===== src/rtl/bic_decoder_if.sv =====
// rtl/bic_decoder_if.sv - Link-side and output-side handshake bundle for bic_decoder.
interface bic_decoder_if #(
  parameter int WIDTH = 8
);
  logic             bus_valid;
  logic             bus_ready;
  logic [WIDTH-1:0] bus_data;
  logic             bus_inv;
  logic             out_valid;
  logic             out_ready;
  logic [WIDTH-1:0] out_data;
  logic             out_err;

  modport master (
    output bus_valid, bus_data, bus_inv, out_ready,
    input  bus_ready, out_valid, out_data, out_err
  );

  modport slave (
    input  bus_valid, bus_data, bus_inv, out_ready,
    output bus_ready, out_valid, out_data, out_err
  );
endinterface


===== src/rtl/bic_decoder.sv =====
// rtl/bic_decoder.sv - Bus-invert decoder with Hamming-rule check and 2-entry output buffer.
// Optional link statistics counters enabled by BIC_DEC_STATS_EN.
module bic_decoder #(
  parameter int WIDTH  = 8,
  parameter int THRESH = WIDTH / 2,
  parameter int CNT_W  = 16
) (
  input  logic             clk,
  input  logic             rst_n,
  bic_decoder_if.slave     link,
  input  logic             clr,
  output logic             err_sticky,
  output logic [CNT_W-1:0] stat_words,
  output logic [CNT_W-1:0] stat_invs,
  output logic [CNT_W-1:0] stat_toggles
);

  // Wide enough for a count over WIDTH+1 lines, so it also serves the toggle counter.
  localparam int HD_W = $clog2(WIDTH) + 1;

  typedef enum logic [1:0] {EMPTY, ONE, TWO} state_t;

  state_t           state, state_next;
  logic             ready, valid, accept, pop;
  logic [WIDTH-1:0] dec, prev_dec;
  logic [HD_W-1:0]  hd;
  logic             exp_inv, err;
  logic [WIDTH-1:0] e0_data, e1_data;
  logic             e0_err, e1_err;

  function automatic logic [HD_W-1:0] popcount(input logic [WIDTH:0] v);
    logic [HD_W-1:0] c;
    c = '0;
    for (int i = 0; i <= WIDTH; i++) c = c + HD_W'(v[i]);
    return c;
  endfunction

  always_comb begin
    dec     = link.bus_inv ? ~link.bus_data : link.bus_data;
    hd      = popcount({1'b0, dec ^ prev_dec});
    exp_inv = (int'(hd) > THRESH);
    err     = (link.bus_inv != exp_inv);
  end

  always_ff @(posedge clk or negedge rst_n) begin
    if (!rst_n) state <= EMPTY;
    else        state <= state_next;
  end

  always_comb begin
    state_next = state;
    ready      = (state != TWO);
    valid      = (state != EMPTY);
    accept     = link.bus_valid && ready;
    pop        = valid && link.out_ready;
    case (state)
      EMPTY: if (accept) state_next = ONE;
      ONE: begin
        if (accept && !pop)      state_next = TWO;
        else if (pop && !accept) state_next = EMPTY;
      end
      TWO:     if (pop) state_next = ONE;
      default: state_next = EMPTY;
    endcase
  end

  assign link.bus_ready = ready;
  assign link.out_valid = valid;
  assign link.out_data  = e0_data;
  assign link.out_err   = e0_err;

  // e0 is always the head; e1 only holds the second word while in TWO.
  always_ff @(posedge clk or negedge rst_n) begin
    if (!rst_n) begin
      e0_data    <= '0;
      e0_err     <= 1'b0;
      e1_data    <= '0;
      e1_err     <= 1'b0;
      prev_dec   <= '0;
      err_sticky <= 1'b0;
    end else begin
      if (accept) prev_dec <= dec;
      if (accept && err) err_sticky <= 1'b1;
      else if (clr)      err_sticky <= 1'b0;
      case (state)
        EMPTY: begin
          if (accept) begin
            e0_data <= dec;
            e0_err  <= err;
          end
        end
        ONE: begin
          if (accept && pop) begin
            e0_data <= dec;
            e0_err  <= err;
          end else if (accept) begin
            e1_data <= dec;
            e1_err  <= err;
          end
        end
        TWO: begin
          if (pop) begin
            e0_data <= e1_data;
            e0_err  <= e1_err;
          end
        end
        default: ;
      endcase
    end
  end

`ifdef BIC_DEC_STATS_EN
  localparam logic [CNT_W-1:0] CNT_MAX = '1;

  logic [WIDTH:0]   prev_bus;
  logic [HD_W-1:0]  tog;
  logic [CNT_W:0]   tog_sum;
  logic [CNT_W-1:0] words_q, invs_q, toggles_q;

  always_comb begin
    tog     = popcount({link.bus_inv, link.bus_data} ^ prev_bus);
    tog_sum = {1'b0, toggles_q} + (CNT_W+1)'(tog);
  end

  always_ff @(posedge clk or negedge rst_n) begin
    if (!rst_n) begin
      prev_bus  <= '0;
      words_q   <= '0;
      invs_q    <= '0;
      toggles_q <= '0;
    end else begin
      if (accept) prev_bus <= {link.bus_inv, link.bus_data};
      if (clr) begin
        words_q   <= '0;
        invs_q    <= '0;
        toggles_q <= '0;
      end else if (accept) begin
        if (words_q != CNT_MAX)                  words_q <= words_q + 1'b1;
        if (link.bus_inv && (invs_q != CNT_MAX)) invs_q  <= invs_q + 1'b1;
        toggles_q <= tog_sum[CNT_W] ? CNT_MAX : tog_sum[CNT_W-1:0];
      end
    end
  end

  assign stat_words   = words_q;
  assign stat_invs    = invs_q;
  assign stat_toggles = toggles_q;
`else
  assign stat_words   = '0;
  assign stat_invs    = '0;
  assign stat_toggles = '0;
`endif

endmodule


===== src/flat_wrapper.sv =====
// flat-port wrapper written by rule: the top's interface ports become plain ports
module bic_decoder_flat 
#(
  parameter int WIDTH  = 8,
  parameter int THRESH = WIDTH / 2,
  parameter int CNT_W  = 16
)
  (clk, rst_n, clr, err_sticky, stat_words, stat_invs, stat_toggles, link_bus_valid, link_bus_data, link_bus_inv, link_out_ready, link_bus_ready, link_out_valid, link_out_data, link_out_err);
  bic_decoder_if #(.WIDTH(WIDTH)) link_i ();
  input  logic clk;
  input  logic rst_n;
  input  logic clr;
  output logic err_sticky;
  output logic [CNT_W-1:0] stat_words;
  output logic [CNT_W-1:0] stat_invs;
  output logic [CNT_W-1:0] stat_toggles;
  input wire logic [$bits(link_i.bus_valid)-1:0] link_bus_valid;
  input wire logic [$bits(link_i.bus_data)-1:0] link_bus_data;
  input wire logic [$bits(link_i.bus_inv)-1:0] link_bus_inv;
  input wire logic [$bits(link_i.out_ready)-1:0] link_out_ready;
  output wire logic [$bits(link_i.bus_ready)-1:0] link_bus_ready;
  output wire logic [$bits(link_i.out_valid)-1:0] link_out_valid;
  output wire logic [$bits(link_i.out_data)-1:0] link_out_data;
  output wire logic [$bits(link_i.out_err)-1:0] link_out_err;
  assign link_i.bus_valid = link_bus_valid;
  assign link_i.bus_data = link_bus_data;
  assign link_i.bus_inv = link_bus_inv;
  assign link_i.out_ready = link_out_ready;
  assign link_bus_ready = link_i.bus_ready;
  assign link_out_valid = link_i.out_valid;
  assign link_out_data = link_i.out_data;
  assign link_out_err = link_i.out_err;
  bic_decoder #(.WIDTH(WIDTH), .THRESH(THRESH), .CNT_W(CNT_W)) u_core (.clk(clk), .rst_n(rst_n), .link(link_i), .clr(clr), .err_sticky(err_sticky), .stat_words(stat_words), .stat_invs(stat_invs), .stat_toggles(stat_toggles));
endmodule

===== config.mk =====
export PLATFORM = sky130hd
export DESIGN_NAME = bic_decoder_flat
export DESIGN_NICKNAME = d
export VERILOG_FILES = /design/src/rtl/bic_decoder_if.sv /design/src/rtl/bic_decoder.sv /design/src/flat_wrapper.sv
export SDC_FILE = /design/constraint.sdc
export NUM_CORES = 1
export LEC_CHECK = 0
export ABC_AREA = 1
export CAP_MARGIN = 20
export CORE_ASPECT_RATIO = 1.4
export CORE_MARGIN = 4
export CORE_UTILIZATION = 30
export DETAILED_ROUTE_END_ITERATION = 6
export HOLD_SLACK_MARGIN = 0.08
export PLACE_DENSITY = 0.68
export SLEW_MARGIN = 40
export SYNTH_ARGS = -nofsm -noshare
export SYNTH_HDL_FRONTEND = slang
export SYNTH_SLANG_ARGS = --single-unit

===== constraint.sdc =====
create_clock -name clk -period 4.28 [get_ports clk]
set_input_delay 1.07 -clock clk [delete_from_list [all_inputs] [get_ports clk]]
set_output_delay 1.07 -clock clk [all_outputs]
set_load 0.02 [all_outputs]

**Word level (Yosys, flattened, before mapping)**

Cells that the tools add are included.

- Bits in registers: 29
- Input bits: 14
- Output and inout port bits: 60
- Word-level logic and storage cells: 57

- Add/subtract/negate cells: 7
- Order comparisons: 1
- Eq/ne operators: 8
- Muxes and demuxes: 16
- Bitwise operators: 3
- Reduce and logical (&&, ||, !) cells: 15

Operator list:

| cell | number |
|---|---|
| $mux W8 | 4 |
| $add A4 B1 Y4 | 6 |
| $pmux W8 S3 | 1 |
| $mux W2 | 4 |
| $not A8 Y8 | 1 |
| $xor A8 B8 Y8 | 1 |
| $logic_and A1 B1 Y1 | 6 |
| $ne A2 B1 Y1 const B | 3 |
| $pmux W2 S3 | 1 |
| $reduce_and A3 Y1 | 2 |
| $mux W1 | 5 |
| $gt A4 B3 Y1 const B | 1 |
| $reduce_and A4 Y1 | 1 |
| $reduce_bool A2 Y1 | 2 |
| $ne A3 B1 Y1 const B | 1 |
| $pmux W1 S3 | 1 |
| $reduce_bool A3 Y1 | 1 |
| $add A1 B1 Y2 | 1 |
| $eq A2 B1 Y1 const B | 1 |
| $eq A2 B2 Y1 const B | 1 |
| $logic_not A1 Y1 | 2 |
| $logic_not A2 Y1 | 1 |
| $ne A2 B2 Y1 const B | 1 |
| $ne A1 B1 Y1 | 1 |
| $not A1 Y1 | 1 |

**Depth between registers and ports, before layout**

- Depth in word-level cells: 14
- Gate-level depth with buffers: 19

**Least setup slack after synthesis**

OpenSTA, ideal clock, no wires.

- Kind: input -> register
- Start point: in link_bus_inv
- End point: reg u_core.e1_err
- Setup time: 0.126 ns
- Arrival time: 4.505 ns
- Required time: 4.154 ns
- Setup slack: -0.351 ns
- Cell stages on the path: 18
- Buffers on the path: 1
- Cells stage by stage: buf_4 xnor2_1 xor2_1 inv_1 ha_1 fa_1 inv_1 fa_1 inv_1 fa_1 fa_1 inv_1 nand2_1 nand3_1 nand2_1 nand2_1 nand3_1 o21ai_0

- Word-level cells in the longest chain between the ends: 11

Ends and longest elaborated chain:

| element | RTL line | RTL |
|---|---|---|
| start, declared | flat_wrapper.sv:19 | `input wire logic [$bits(link_i.bus_inv)-1:0] link_bus_inv;` |
| $mux W8 | bic_decoder.sv:39 | `dec = link.bus_inv ? ~link.bus_data : link.bus_data;` |
| $xor A8 B8 Y8 | bic_decoder.sv:40 | `hd = popcount({1'b0, dec ^ prev_dec});` |
| $add A1 B1 Y2 | bic_decoder.sv:34 | `for (int i = 0; i <= WIDTH; i++) c = c + HD_W'(v[i]);` |
| $add A4 B1 Y4 (6 in series) | bic_decoder.sv:34 |  |
| $gt A4 B3 Y1 | bic_decoder.sv:41 | `exp_inv = (int'(hd) > THRESH);` |
| $ne A1 B1 Y1 (*) | bic_decoder.sv:42 | `err = (link.bus_inv != exp_inv);` |
| end signal, assigned | bic_decoder.sv:98 | `e1_err <= err;` |
| end, declared | bic_decoder.sv:29 | `logic e0_err, e1_err;` |

Mark *: on every way between the ends. The rest lies on a longest branch, timed or not.
A chain may end at the register's enable or synchronous reset.

**Worst setup path in the final report**

- Start point: in link_bus_data[1]
- End point: reg u_core.e1_err

- Word-level cells in the longest chain between the ends: 12

Ends and longest elaborated chain:

| element | RTL line | RTL |
|---|---|---|
| start, declared | flat_wrapper.sv:18 | `input wire logic [$bits(link_i.bus_data)-1:0] link_bus_data;` |
| $not A8 Y8 | bic_decoder.sv:39 |  |
| $mux W8 (*) | bic_decoder.sv:39 |  |
| $xor A8 B8 Y8 (*) | bic_decoder.sv:40 |  |
| $add A1 B1 Y2 (*) | bic_decoder.sv:34 |  |
| $add A4 B1 Y4 (*) (6 in series) | bic_decoder.sv:34 |  |
| $gt A4 B3 Y1 (*) | bic_decoder.sv:41 |  |
| $ne A1 B1 Y1 (*) | bic_decoder.sv:42 |  |

Marks and branches as above.

==> results.md <==
* Status: complete, no violations
* Measured slew at the worst slew-check pin at 632 ps
* Clock power frac at 0.174
* Tot Pwr at 1420 uW
* Synth top cells by count: buf_4 (49), nand2_1 (31), dfrtp_1 (29), inv_1 (27), nor2_1 (17)
* Max cap viols at 0
* CTS tree: done
* Routed vias at 1398
* Startpoint type of the worst setup path: input port
* TritonCTS Buffers at 5
* RSZ-0062 raised after global routing: no
* Slew headroom at 0.577
* CP Data Arrival Time at 4310 ps
* Async SR Flop Fraction at 1.00
* Nets@finish at 291
* Number of synthesized register bits at 29
* Largest net degree at the start of global routing at 30
* Placed cell count at 334
* Tightest Hold Check Type: flip-flop to flip-flop
* Final setup violation count at 0
* Post-synth top area cell: dfrtp_1
* Layout cells sized above 1 at 0.166
* Max clock buf depth at 2
* Cells after synthesis at 233
* P_int at 829 uW
* WP data required at 4420 ps
* Boundary Pins at 74
* Static Leak at 0.00117 uW
* Overflow after GRT at 0
* Seq pwr share at 0.294
* Port Buffers at 25
* Fin crit share at 0.975
* Drt total wl at 3460 um
* Most frequent cell after synthesis: buf_4
* Setup Total Neg Slack at 0 ps
* DP HPWL at 2860 um
* Vias in the first global route at 1368
* FMAX at 240 MHz
* Starting DRC count in detailed routing at 70
* IR drop worst, VDD at 0.170 mV
* Kind of critical path: input port to flip-flop
* Initial core utilization at 0.313
* Antenna-violating nets left at 0
* Top_reg_cell synth: dfrtp_1
* Final min period at 4170 ps
* Initial antenna violation count at 0
* Final hold vios at 0
* Worst skew pair latency at 280 ps
* Final Skew at 3.81 ps
* Mapped cell area at 1970 um2
* Routed len/inst at 10.1 um
* All-Layer GR Usage at 0.0915
* Switching share of power at 0.414
* Clk slew on worst S/H paths at 60 ps
* Via-to-Cell Ratio at 4.08
* Largest cells by area after synthesis: dfrtp_1 (37%), buf_4 (19%), nand2_1 (5.9%)
* Combinational Power Share at 0.532
* Diode count at 0
* PwrDens at 603 nW/um2
* Net switching power at 587 uW
* Sink Count at 29
* GPL Wtd Cong at 0.757
* Root Driver: clkbuf_8
* Critical Path End Type: flip-flop
* Pre-antenna DRT Iters at 4
* Wire length of the first global-routing pass at 5980 um
* Fin util at 0.373
* CTS Hold Buffers Added at 0
* Area growth syn-to-layout at 18.9%
* Synth unique cells at 23
* DR DRC count at 0
* Critical Path Fanout Max at 3
* Avg Inst Size Synth at 8.47 um2
* Register area share after synthesis at 0.368
* Max Slew Vio Count at 0
* Number of rows in the core area at 34
* Die W at 76.5 um
* Die Y-Extent at 104 um
* Die Area at 7960 um2
* Post-synth top area share at 0.368
* CTS HTree Levels at 2
* CORE AREA at 6300 um2
* EDFF count, synth at 0
* Synth warn at 0
* Post-route non-filler standard cell count at 343
sequential cells by signal, indices dropped and copies added, names as in the netlist:
register / cells
u_core.state: 2
u_core.link.out_data: 8
u_core.prev_dec: 8
u_core.link.out_err: 1
u_core.e1_err: 1
u_core.err_sticky: 1
u_core.e1_data: 8
cell type report:
cell class                 instances  area (um2)
clock buffer                       7        96.3
clock inverter                     1        5.00
fill                             632        3950
inverter                          30         115
multi-input combinational        168         988
sequential                        29         726
tap                               72        90.1
timing repair buffer              36         325
stage by stage:
| stage | cell area (um2) | hold WS, ps | setup WS (ps) |
|---|---|---|---|
| global route | 2350 | 509 | 1.65 |
| detailed placement | 2220 | 477 | -665 |
| floorplan | 2230 | 472 | 1.06 |
| global placement | 2220 | 475 | -596 |
| CTS | 2340 | 493 | 22.7 |
| finish | 2350 | 482 | 108 |
what timing repair did:
item                                    in CTS  in global routing
pin swaps                                   10                 10
endpoints found under the setup margin       3                  3
setup buffers                                0                  2
gates resized for setup                     18                  9
routing by layer:
layer	vias up	global-route usage	routed length, um
li1	701	-	-
met1	636	0.0874	1280
met2	56	0.179	1850
met3	5	0.0269	281
met4	0	0.0350	44
met5	-	0	0
power groups by stage:
stage / clock, uW / combinational, uW / sequential, uW
after detailed placement: 0 / 700 / 423
after floorplan: 0 / 490 / 459
after CTS: 255 / 735 / 418
after global routing: 265 / 853 / 428
after global placement: 0 / 663 / 420
final: 246 / 753 / 417
cells in the final DEF, fill, tap and decap left out, drive strengths merged:
master	instances
clkbuf	8
a21oi	9
fa	4
nor2	18
o21bai	1
conb	48
a22oi	1
nor3	1
xor2	6
clkdlybuf4s50	21
nand3	7
o21ai	27
xnor2	10
inv	30
nand2	33
dlygate4sd2	1
dfrtp	29
ha	3
buf	13
clkinv	1
critical path: stages:
cell     delay, ps
buf_4          130
xnor2_4        170
xor2_1         150
inv_1           80
ha_4           210
fa_1           550
inv_2           40
fa_1           540
inv_2           40
fa_2           340
fa_1           490
inv_1           40
nand2_1         70
nand3_2         90
nand2_2        100
nand2_2         70
nand3_2         60
o21ai_1         60
logic make-up after synthesis:
| family | Yosys count | share of synthesized area |
|---|---|---|
| buffers and inverters | 83 | 0.268 |
| and+or+nand+nor | 59 | 0.129 |
| AOI/OAI and AO/OA | 38 | 0.103 |
| DFF | 29 | 0.368 |
| xor gates and xnor gates | 16 | 0.0710 |
| adders and majority gates | 7 | 0.0596 |
| other | 1 | 0.00190 |
worst paths after layout:
kind / startpoint / to / slack, ps / cells after the start
setup / recovery: link_bus_data[1] / u_core.e1_err$_DFFE_PN0P_ / 110 / 18
hold / removal: u_core.link.out_err$_DFFE_PN0P_ / u_core.link.out_err$_DFFE_PN0P_ / 480 / 2
setup reg to reg: u_core.prev_dec[0]$_DFFE_PN0P_ / u_core.e1_err$_DFFE_PN0P_ / 820 / 15
hold reg to reg: u_core.link.out_err$_DFFE_PN0P_ / u_core.link.out_err$_DFFE_PN0P_ / 480 / 2
max in group asynchronous: rst_n / u_core.link.out_data[6]$_DFFE_PN0P_ / 2830 / 2
min in group asynchronous: rst_n / u_core.err_sticky$_DFFE_PN0P_ / 1180 / 2
(Power assumes the default switching activity.)
